--- src/rtl/barcos_pkg.sv ---
// Shared definitions for the fleet tracker: fleet size, ship index width,
// game state encoding and the ship length rule.
package barcos_pkg;

    localparam int NUM_BARCOS = 5;
    localparam int ID_W       = 3;

    typedef enum logic [1:0] {
        INACTIVO = 2'd0,
        JUGANDO  = 2'd1,
        FIN      = 2'd2
    } estado_t;

    // Ship i is i+1 cells long, so it sinks after i+1 hits.
    function automatic logic [2:0] largo_barco(input int id);
        return 3'(id + 1);
    endfunction

endpackage

--- src/rtl/contador_impactos.sv ---
// Per-ship hit counter. It saturates at the ship length and raises
// hundido once every cell of the ship has been hit.
module contador_impactos
    import barcos_pkg::*;
#(
    parameter logic [2:0] LARGO = largo_barco(0)
) (
    input  logic       clk,
    input  logic       rst,
    input  logic       clear,
    input  logic       incr,
    output logic [2:0] cuenta,
    output logic       hundido
);

    // Count accepted hits; a new game clears the count and a sunk ship stops counting.
    always_ff @(posedge clk or posedge rst) begin
        if (rst) begin
            cuenta <= 3'd0;
        end else if (clear) begin
            cuenta <= 3'd0;
        end else if (incr && (cuenta != LARGO)) begin
            cuenta <= cuenta + 3'd1;
        end
    end

    assign hundido = (cuenta == LARGO);

endmodule

--- src/rtl/registro_barcos.sv ---
// Fleet hit register: tracks which of the player's ships are still afloat,
// how many remain, pulses when a ship sinks and flags the end of the game.
// All outputs are registered so the display stage sees clean values.
module registro_barcos
    import barcos_pkg::*;
(
    input  logic                  clk,
    input  logic                  rst,
    input  logic                  nuevo_juego,
    input  logic                  disparo_valido,
    input  logic [ID_W-1:0]       barco_id,
    output logic [NUM_BARCOS-1:0] barcos,
    output logic [2:0]            restantes,
    output logic                  hundido_pulso,
    output logic [ID_W-1:0]       hundido_id,
    output logic                  fin_juego
);

    estado_t               estado;
    estado_t               estado_sig;
    logic                  acepta_base;
    logic [NUM_BARCOS-1:0] golpe;
    logic [NUM_BARCOS-1:0] hunde;
    logic [NUM_BARCOS-1:0] hundido;
    logic [2:0]            cnt [NUM_BARCOS];
    logic                  hundiendo;
    logic                  ultimo;

    // A new game always wins over a simultaneous hit, and hits only count while playing.
    assign acepta_base = (estado == JUGANDO) && disparo_valido && !nuevo_juego;

    // Decode the hit per ship; ids beyond the fleet never match any ship.
    for (genvar i = 0; i < NUM_BARCOS; i++) begin : g_barco
        assign golpe[i] = acepta_base && (barco_id == ID_W'(i)) && barcos[i] && !hundido[i];
        assign hunde[i] = golpe[i] && (cnt[i] == (largo_barco(i) - 3'd1));

        contador_impactos #(
            .LARGO (largo_barco(i))
        ) u_contador (
            .clk     (clk),
            .rst     (rst),
            .clear   (nuevo_juego),
            .incr    (golpe[i]),
            .cuenta  (cnt[i]),
            .hundido (hundido[i])
        );
    end

    assign hundiendo = |hunde;
    assign ultimo    = ((barcos & ~hunde) == '0);

    // Game state register.
    always_ff @(posedge clk or posedge rst) begin
        if (rst) begin
            estado <= INACTIVO;
        end else begin
            estado <= estado_sig;
        end
    end

    // Next state: a new game restarts from any state, sinking the last ship ends it.
    always_comb begin
        estado_sig = estado;
        case (estado)
            INACTIVO: begin
                if (nuevo_juego) estado_sig = JUGANDO;
            end
            JUGANDO: begin
                if (nuevo_juego) begin
                    estado_sig = JUGANDO;
                end else if (hundiendo && ultimo) begin
                    estado_sig = FIN;
                end
            end
            FIN: begin
                if (nuevo_juego) estado_sig = JUGANDO;
            end
            default: estado_sig = INACTIVO;
        endcase
    end

    // Output registers: fleet mask, remaining count, sink pulse and id, game-over flag.
    always_ff @(posedge clk or posedge rst) begin
        if (rst) begin
            barcos        <= '0;
            restantes     <= 3'd0;
            hundido_pulso <= 1'b0;
            hundido_id    <= '0;
            fin_juego     <= 1'b0;
        end else begin
            hundido_pulso <= hundiendo;
            fin_juego     <= (estado_sig == FIN);
            if (nuevo_juego) begin
                barcos    <= '1;
                restantes <= 3'(NUM_BARCOS);
            end else if (hundiendo) begin
                barcos     <= barcos & ~hunde;
                restantes  <= restantes - 3'd1;
                hundido_id <= barco_id;
            end
        end
    end

endmodule

--- config.mk ---
export PLATFORM = sky130hd
export DESIGN_NAME = registro_barcos
export DESIGN_NICKNAME = d
export VERILOG_FILES = /design/src/rtl/barcos_pkg.sv /design/src/rtl/contador_impactos.sv /design/src/rtl/registro_barcos.sv
export SDC_FILE = /design/constraint.sdc
export NUM_CORES = 1
export LEC_CHECK = 0
export CAP_MARGIN = 20
export CORE_MARGIN = 8
export CORE_UTILIZATION = 48
export CTS_CLUSTER_SIZE = 25
export DETAILED_ROUTE_END_ITERATION = 8
export DONT_BUFFER_PORTS = 1
export GPL_ROUTABILITY_DRIVEN = 0
export SYNTH_ARGS = -nofsm -noshare
export SYNTH_HDL_FRONTEND = slang
export SYNTH_SLANG_ARGS = --single-unit
--- constraint.sdc ---
create_clock -name clk -period 6.8 [get_ports clk]
set_input_delay 1.36 -clock clk [delete_from_list [all_inputs] [get_ports clk]]
set_output_delay 1.36 -clock clk [all_outputs]
set_load 0.02 [all_outputs]
# Word level (Yosys, flattened, before mapping)
# Cells that the tools add are included.
word_totals:
  word_cells: 106
  reg_bits: 30
  input_bits: 7
classes:
  add_sub_neg: 6
  bitwise: 3
  reduce_logical: 47
  mux: 18
  eq_ne: 21
ops:
  columns: ["cell", "n"]
  rows:
  - ["3-bit two-way mux", 12]
  - ["1-bit logical AND", 28]
  - ["3-bit by 2-bit == test with 1-bit output, second input constant", 6]
  - ["3-bit by 1-bit adder with 3-bit output, second input constant", 5]
  - ["3-bit == test, second input constant", 4]
  - ["2-bit nonzero test", 6]
  - ["5-bit two-way mux", 2]
  - ["3-bit by 1-bit == test with 1-bit output, second input constant", 3]
  - ["1-bit logical NOT", 6]
  - ["3-bit logical NOT", 2]
  - ["2-bit two-way mux", 3]
  - ["3-bit by 2-bit inequality test with 1-bit output, second input constant", 2]
  - ["3-bit inequality test, second input constant", 2]
  - ["5-bit AND", 1]
  - ["5-bit logical NOT", 1]
  - ["5-bit inverter", 1]
  - ["5-bit OR reduction", 1]
  - ["2-bit == test, second input constant", 2]
  - ["2-bit case mux with 2 select lines", 1]
  - ["3-bit by 1-bit inequality test with 1-bit output, second input constant", 1]
  - ["3-bit by 1-bit subtractor with 3-bit output, second input constant", 1]
  - ["2-bit by 1-bit == test with 1-bit output, second input constant", 1]
  - ["2-bit logical NOT", 1]
  - ["2-bit AND reduction", 1]
  - ["other kinds (2)", 2]

# Longest topological paths before layout
# Gate-level depths: netlist of the first run.
logic_depth:
  depth_word: 15
  ltp_mapped: 9
  mapped_depth_nobuf: 8

# By module
# From an unflattened synthesis of the first run, not the netlist that was laid out.
hier_totals:
  cells_unflattened: 178
  hier_area_um2: 1803.0
modules_own_cells:
  columns: ["module", "area_per_inst_um2", "instances", "seq_area_each_um2", "cells_per_inst"]
  rows:
  - ["registro_barcos", 859.6, 1, 375.4, 88]
  - ["contador_impactos at g_barco[3].u_contador", 201.4, 1, 75.1, 19]
  - ["contador_impactos at g_barco[4].u_contador", 197.7, 1, 75.1, 18]
  - ["contador_impactos at g_barco[1].u_contador", 187.7, 1, 75.1, 18]
  - ["contador_impactos at g_barco[2].u_contador", 181.4, 1, 75.1, 16]
  - ["contador_impactos at g_barco[0].u_contador", 175.2, 1, 75.1, 19]

# Least setup slack after synthesis of the first run
# No wires, ideal clock.
synth_path:
  kind: "input to register"
  start: "in barco_id[0]"
  end: "reg estado[0]"
  setup_ps: 129
  arrival_time_ps: 2826
  path_slack_ps: 3845
  cell_stages: 6
  path_buffers: 1
  required_time_ps: 6671
  cell_sequence: "or3b_4 -> nor4b_4 -> o21ai_2 -> and3_1 -> buf_6 -> o41a_1"
synth_between:
  elab_chain_len: 12
  elab_cells_between_ends: 33
  classes_between: "4 x eq/ne; 3 x mux; 2 x bitwise; 24 x reduce/logical"
synth_rtl:
  columns: ["item", "line", "rtl"]
  rows:
  - ["start: declaration", "registro_barcos.sv:11", "input logic [ID_W-1:0] barco_id,"]
  - ["3-bit by 1-bit == test with 1-bit output (tied with other cells)", "registro_barcos.sv:34", "assign golpe[i] = acepta_base && (barco_id == ID_W'(i)) && barcos[i] && !hundido[i];"]
  - ["1-bit logical AND (3 in a row)", "registro_barcos.sv:34", null]
  - ["1-bit logical AND", "registro_barcos.sv:35", "assign hunde[i] = golpe[i] && (cnt[i] == (largo_barco(i) - 3'd1));"]
  - ["5-bit inverter", "registro_barcos.sv:50", "assign ultimo = ((barcos & ~hunde) == '0);"]
  - ["5-bit AND", "registro_barcos.sv:50", null]
  - ["5-bit logical NOT", "registro_barcos.sv:50", null]
  - ["1-bit logical AND *", "registro_barcos.sv:71", "end else if (hundiendo && ultimo) begin"]
  - ["2-bit two-way mux *", "registro_barcos.sv:71", null]
  - ["2-bit two-way mux *", "registro_barcos.sv:69", "if (nuevo_juego) begin"]
  - ["2-bit case mux with 2 select lines *", "registro_barcos.sv:64", "case (estado)"]
  - ["via estado_sig[0]", "registro_barcos.sv:20", "estado_t estado_sig;"]
  - ["end signal: assignment", "registro_barcos.sv:57", "estado <= estado_sig;"]
  - ["end: declaration", "registro_barcos.sv:19", "estado_t estado;"]
# Mark *: on every way through the listed nets, which the timed path passes. The rest lies on a longest branch.
# A chain may end at the register's enable or synchronous reset.

# Worst setup path in the final report of the first run
layout_path:
  start: "in nuevo_juego"
  end: "reg estado[0]"
layout_between:
  elab_chain_len: 13
  elab_cells_between_ends: 31
  classes_between: "4 x mux; 2 x bitwise; 25 x reduce/logical"
layout_rtl:
  columns: ["item", "line", "rtl"]
  rows:
  - ["start: declaration", "registro_barcos.sv:9", "input logic nuevo_juego,"]
  - ["1-bit logical NOT", "registro_barcos.sv:30", "assign acepta_base = (estado == JUGANDO) && disparo_valido && !nuevo_juego;"]
  - ["1-bit logical AND", "registro_barcos.sv:30", null]
  - ["1-bit logical AND (3 in a row)", "registro_barcos.sv:34", null]
  - ["1-bit logical AND", "registro_barcos.sv:35", null]
  - ["5-bit inverter", "registro_barcos.sv:50", null]
  - ["5-bit AND", "registro_barcos.sv:50", null]
  - ["5-bit logical NOT", "registro_barcos.sv:50", null]
  - ["1-bit logical AND", "registro_barcos.sv:71", null]
  - ["2-bit two-way mux", "registro_barcos.sv:71", null]
  - ["2-bit two-way mux", "registro_barcos.sv:69", null]
  - ["2-bit case mux with 2 select lines *", "registro_barcos.sv:64", null]
  - ["via estado_sig[0]", "registro_barcos.sv:20", null]
# Marks and branches as above.

==> run_results.csv, run 1 <==
group,metric,value,unit
outcome,run_status,"complete, no violations",
finish,area_delta_synth_final,6.80,%
sta,timing.max_slew.rel_slack,30.5,%
power,total_power,0.321,mW
grt,grt_overflow_total,0,
grt,met1_track_demand_over_resource_in_global_routing,15.9,%
synth,synth_fp_nets,186,
route,via_count_of_the_routed_design,1142,
sta,rsz0062_at_grt,"false",
power,vdd.ir_drop.worst,0.0833,mV
synth,mean_instance_size_in_the_synthesized_netlist,10.4,µm²
route,route.detailed.wl_per_inst,15.4,µm
floorplan,initial_core_util,50.3,%
floorplan,die_w,75.4,µm
finish,fraction_of_layout_cells_with_a_size_suffix_above_1,12.6,%
floorplan,rows,21,
synth,synth_edf_count,0,
grt,groute.layer.met3.usage,4.74,%
clock_tree,clk_transition_reported_paths,0.09,ns
placement,detailed_place_hpwl,2430,µm
finish,design.final.nets,189,
route,detailedRoute.firstIterationViolations,57,
grt,globalRoute.busiestLayer,"met2",
sta,final-max-slew-violation-count,0,
synth,synth.lib_cells_used.distinct,41,
synth,netlist_area,1690,µm²
sta,finalSetupViolCount,0,
synth,ys.flop_type,"dfrtp_1",
clock_tree,cts_post_setup_buffers_inserted,0,
floorplan,coreArea,3360,µm²
sta,crit_share_post_route,45.1,%
floorplan,die_height,75.4,µm
sta,finalClockSkew,0.00965,ns
floorplan,boundaryPins,20,
power,power.density_cell_area,178,nW/µm²
clock_tree,cts_root_buffer,"clkbuf_4",
grt,global_route.usage.total,13.6,%
route,antenna_violating_nets_post_route,0,
clock_tree,cts.hold.buffers_added,0,
flow_run,drv.max_cap_violation_count,0,
setup_path,critPathCaptureType,"register",
power,comb_power_share,6.4,%
grt,use_met2,21.3,%
power,p_switching,0.0791,mW
clock_tree,cts_max_level,2,
synth,postSynth.asyncResetShare,100,%
finish,seq_area,751,µm²
power,static-leakage-power,0.799,nW
synth,synthCells,163,
floorplan,area_of_the_die,5680,µm²
clock_tree,clock_path_buffers,2,
sta,timing_hold_violations_final,0,
grt,grt_pass1_vias,1217,
power,power.internal,0.242,mW
finish,multi_input_area,836,µm²
clock_tree,numCtsBuffers,5,
clock_tree,numClockSinks,30,
grt,initial_antenna_violation_count,0,
setup_path,timing.critical_path.fanout_max,27,
finish,final_core_util,53.7,%
sta,timing.setup.tns,0,ns
setup_path,crit_required,7.01,ns
setup_path,worstPathArrival,3.28,ns
sta,worst-slew-pin-transition,1.03,ns
grt,wire_length_of_the_first_global_routing_pass,5770,µm
sta,clock.fmax,326,MHz
route,routed_wirelength,3280,µm
route,vias_per_instance,5.36,
min_path,hold_path.class,"reg2reg",
synth,ys_warn_count,0,
finish,diodes,0,
power,switching_share,24.7,%
power,reg_power_share,59.2,%
clock_tree,cts_repair_resize_count,0,
placement,place.port_buffers,0,
clock_tree,clk-insertion-delay-late,0.33,ns
grt,pin_count_of_the_biggest_net_entering_global_routing,28,
clock_tree,cts_tree,"built",
route,detailedRoute.firstPassIterationCount,4,
finish,fillers,345,
sta,finalWorstPathRequiredPeriod,3.07,ns
synth,ys_seq_elements,30,
setup_path,timing.setup.critical_path_class,"in2reg",
setup_path,start_kind,"primary input",
synth,synth_sequential_area_ratio,44.4,%
power,clockPowerShare,34.3,%
route,drcViolationCount,0,
cells by family (layout without fill, tap and decap cells):
family | after synthesis | after routing | synth area share, %
compound gates | 20 | 20 | 9.91
simple gates | 57 | 57 | 19.3
xor+xnor | 8 | 8 | 4.14
fa+ha+maj | 16 | 16 | 11.8
flops | 30 | 30 | 44.4
buf+inv | 25 | 29 | 6.21
mux | 7 | 7 | 4.22
cells in the final DEF (no fill, tap or decap), types with 2 or more instances in the layout:
cell type and n:
or2_2 3, nor2_1 21, a21o_1 2, o41ai_1 2, ha_1 16, inv_1 20, nand4_1 3, a21bo_2 2
nand2_1 8, a2111oi_2 2, nand3_1 6, a21oi_1 4, mux2i_1 6, clkbuf_4 5, xnor2_1 7, nor2b_1 2
dfrtp_1 30, nand2b_1 3
final timing paths:
check / start / to / slack (ns) / cells past startpoint
setup / recovery: nuevo_juego / estado[0] / 3.73 / 4
hold / removal: g_barco[3].u_contador.cuenta[2] / g_barco[3].u_contador.cuenta[2] / 0.56 / 2
setup reg to reg: estado[1] / estado[0] / 4.32 / 4
hold reg to reg: g_barco[3].u_contador.cuenta[2] / g_barco[3].u_contador.cuenta[2] / 0.56 / 2
max in group asynchronous: rst / g_barco[2].u_contador.cuenta[2] / 5.39 / 2
min in group asynchronous: rst / restantes[2] / 0.94 / 1
power by group through the flow:
| stage | Clock (mW) | Sequential [mW] | Combinational (mW) |
|---|---|---|---|
| after global routing | 0.123 | 0.191 | 0.0233 |
| after detailed placement | 0 | 0.194 | 0.0207 |
| final | 0.110 | 0.190 | 0.0206 |
| after floorplan | 0 | 0.193 | 0.0180 |
| after global placement | 0 | 0.194 | 0.0183 |
| after CTS | 0.115 | 0.190 | 0.0210 |
flip-flops by register name, summed over array words and instances, names as in the netlist:
name	count
fin_juego	1
hundido_id	3
estado	2
restantes	3
g_barco.u_contador.cuenta	15
hundido_pulso	1
barcos	5
through the flow:
step / setup slack, ns / cells / area (µm²) / hold WS (ns)
floorplan: 3.84 / 163 / 1690 / 0.497
global placement: 3.45 / 204 / 1720 / 0.520
detailed placement: 3.41 / 205 / 1750 / 0.544
CTS: 3.76 / 213 / 1810 / 0.565
global route: 3.57 / 213 / 1810 / 0.590
finish: 3.73 / 213 / 1810 / 0.559
critical path: stages:
cell and delay, ns:
nor4bb_1 0.85, nand3_1 0.25, and3_1 0.38, o41a_1 0.44
synthesized netlist by cell type (2+ instances only):
cell type | number | share of area, %
ha_1 | 16 | 12
dfrtp_1 | 30 | 44
clkbuf_1 | 3 | 0.67
nor2b_1 | 2 | 0.74
a21o_1 | 2 | 0.89
xnor2_1 | 7 | 3.6
or2_2 | 3 | 1.1
o41ai_1 | 2 | 1.0
a21oi_1 | 4 | 1.2
inv_1 | 20 | 4.4
mux2i_1 | 6 | 3.6
a21bo_2 | 2 | 1.2
nand3_1 | 6 | 1.8
nand4_1 | 3 | 1.1
nor2_1 | 21 | 4.7
nand2b_1 | 3 | 1.1
nand2_1 | 8 | 1.8
a2111oi_2 | 2 | 1.8
layer usage:
metal | up-vias | share of wire, %
li1 | 558 | -
met1 | 551 | 44
met2 | 26 | 47
met3 | 7 | 7.0
met4 | 0 | 2.1
met5 | - | 0
final cells by class:
cell class	count	area share [%]
clock buffer	7	3.05
clock inverter	1	0.277
inverter	20	4.16
multi-input combinational	108	46.3
sequential	30	41.6
tap	46	3.19
timing repair buffer	1	1.52
Note: power is estimated with default switching activity, not from simulation.
==> run 2: changes to the inputs <==
==> constraint.sdc (replaced) <==
create_clock -name clk -period 2.9 [get_ports clk]
set_input_delay 0.58 -clock clk [delete_from_list [all_inputs] [get_ports clk]]
set_output_delay 0.58 -clock clk [all_outputs]
set_load 0.02 [all_outputs]
==> run_results.csv, run 2 (synthesis gave the netlist of run 1 again) <==
group,metric,value,unit
clock_tree,clock_path_buffers,2,
setup_path,critPathCaptureType,"register",
grt,grt_overflow_total,0,
finish,final_core_util,53.3,%
finish,leading_cell_type_in_the_layout_fill_and_taps_excluded,"dfrtp_1",
setup_path,cp_top_family,"simple AND/OR/NAND/NOR gates",
sta,finalSetupViolCount,0,
sta,clock.fmax,426,MHz
flow_run,drv.max_cap_violation_count,0,
sta,timing.setup.tns,0,ns
finish,fraction_of_layout_cells_with_a_size_suffix_above_1,13.1,%
finish,final_cells,214,
power,static-leakage-power,0.796,nW
min_path,hold_path.class,"in2async",
floorplan,rows,21,
setup_path,regToRegStartpoint,"g_barco[2].u_contador.cuenta[1]",
setup_path,worstPathArrival,2.56,ns
outcome,run_status,"complete, no violations",
floorplan,area_of_the_die,5680,µm²
route,drcViolationCount,0,
setup_path,start_kind,"register",
route,antenna_violating_nets_post_route,0,
route,vias_per_instance,5.35,
clock_tree,cts_root_buffer,"clkbuf_4",
finish,multi_input_area,836,µm²
finish,finalInstanceArea,1790,µm²
sta,final-max-slew-violation-count,0,
sta,worst-slew-pin-transition,0.525,ns
setup_path,critical_path.startpoint,"g_barco[2].u_contador.cuenta[1]",
grt,global_route.usage.total,13.5,%
setup_path,max_stage_delay,0.46,ns
finish,seq_area,751,µm²
finish,top_registers,"g_barco.u_contador.cuenta: 15 flops, barcos: 5 flops",
finish,most-common-layout-cells,"30 x dfrtp_1, 21 x nor2_1, 20 x inv_1",
setup_path,crit_path_cell_trace,"ha_1, ha_1, nor4b_1, a32o_1, nand3_1, and3_1, o41a_1",
placement,placedCellCount,206,
setup_path,cpMaxStageDelayCell,"o41a_1",
clock_tree,cts_tree,"built",
clock_tree,cts_post_setup_buffers_inserted,0,
route,via_count_of_the_routed_design,1145,
floorplan,coreArea,3360,µm²
finish,design.final.nets,190,
grt,pin_count_of_the_biggest_net_entering_global_routing,31,
sta,holdWs,0.191,ns
floorplan,die_height,75.4,µm
setup_path,timing.setup.critical_path_class,"reg2reg",
floorplan,die_w,75.4,µm
power,vdd.ir_drop.worst,0.221,mV
power,power.density_cell_area,422,nW/µm²
grt,wire_length_of_the_first_global_routing_pass,5710,µm
clock_tree,clk_transition_reported_paths,0.11,ns
clock_tree,cts_repair_resize_count,0,
setup_path,crit_required,3.11,ns
sta,rsz0062_at_grt,"false",
floorplan,boundaryPins,20,
route,route.detailed.wl_per_inst,15.1,µm
finish,largest_reg_flops,15,
route,routed_wirelength,3240,µm
setup_path,worstRegToRegCells,7,
grt,grt_pass1_vias,1185,
setup_path,cp.buffers_inverters,0,
setup_path,timing.rr.end,"estado[0]",
finish,fillers,331,
clock_tree,cts.hold.buffers_added,0,
finish,regMostFlops,"g_barco.u_contador.cuenta",
setup_path,reg2reg_setup_slack,0.55,ns
sta,timing_hold_violations_final,0,
placement,instance_area_at_placement,1730,µm²
clock_tree,clk-insertion-delay-late,0.34,ns
sta,finalClockSkew,0.0155,ns
grt,initial_antenna_violation_count,0,
finish,diodes,0,
sta,crit_share_post_route,80.9,%
route,detailedRoute.firstPassIterationCount,4,
setup_path,timing.critical_path.fanout_max,7,
placement,place.port_buffers,0,
route,detailedRoute.firstIterationViolations,44,
setup_path,path_common_cell,"ha_1",
sta,finalWorstPathRequiredPeriod,2.35,ns
finish,area_delta_synth_final,6.07,%
clock_tree,cts_max_level,2,
clock_tree,numClockSinks,30,
clock_tree,numCtsBuffers,5,
sta,timing.max_slew.rel_slack,64.9,%
placement,detailed_place_hpwl,2350,µm
floorplan,initial_core_util,50.3,%
run 2: changes by cell type in the layout (fill, tap and decap cells not counted):
cell	before	now
buf_16	1	0
buf_4	0	2
run 2: per-stage QoR:
step           worst slack, ns  total power, mW
6_report                 0.553            0.757
5_1_grt                  0.405            0.793
4_1_cts                  0.569            0.770
3_5_place_dp             0.598            0.500
3_3_place_gp             0.679            0.499
2_1_floorplan            0.725            0.494
run 2: layout make-up:
class,count,area share (%)
clock buffer,7,3.07
tap,46,3.21
sequential,30,41.8
timing repair buffer,2,0.837
inverter,20,4.18
clock inverter,1,0.279
multi-input combinational,108,46.6
run 2: report_power, final:
part / leakage, nW / internal, mW / switching (mW)
Clock: 0.0353 / 0.117 / 0.149
Sequential: 0.374 / 0.428 / 0.0178
Combinational: 0.386 / 0.0195 / 0.0259
run 2: per-layer routing:
| layer | GRT usage (%) | share of wire (%) | wire [µm] |
|---|---|---|---|
| met3 | 5.66 | 7.6 | 246 |
| met2 | 21.4 | 45 | 1460 |
| met4 | 5.76 | 1.8 | 58 |
| met5 | 0 | 0 | 0 |
| met1 | 15.6 | 45 | 1470 |
run 2: how the worst max path moves through the flow:
stage | to | slack (ns) | cells after the start
floorplan | estado[0] | 0.72 | 6
global placement | estado[0] | 0.68 | 7
detailed placement | estado[0] | 0.60 | 7
CTS | estado[0] | 0.57 | 7
global route | estado[0] | 0.40 | 7
finish | estado[0] | 0.55 | 7
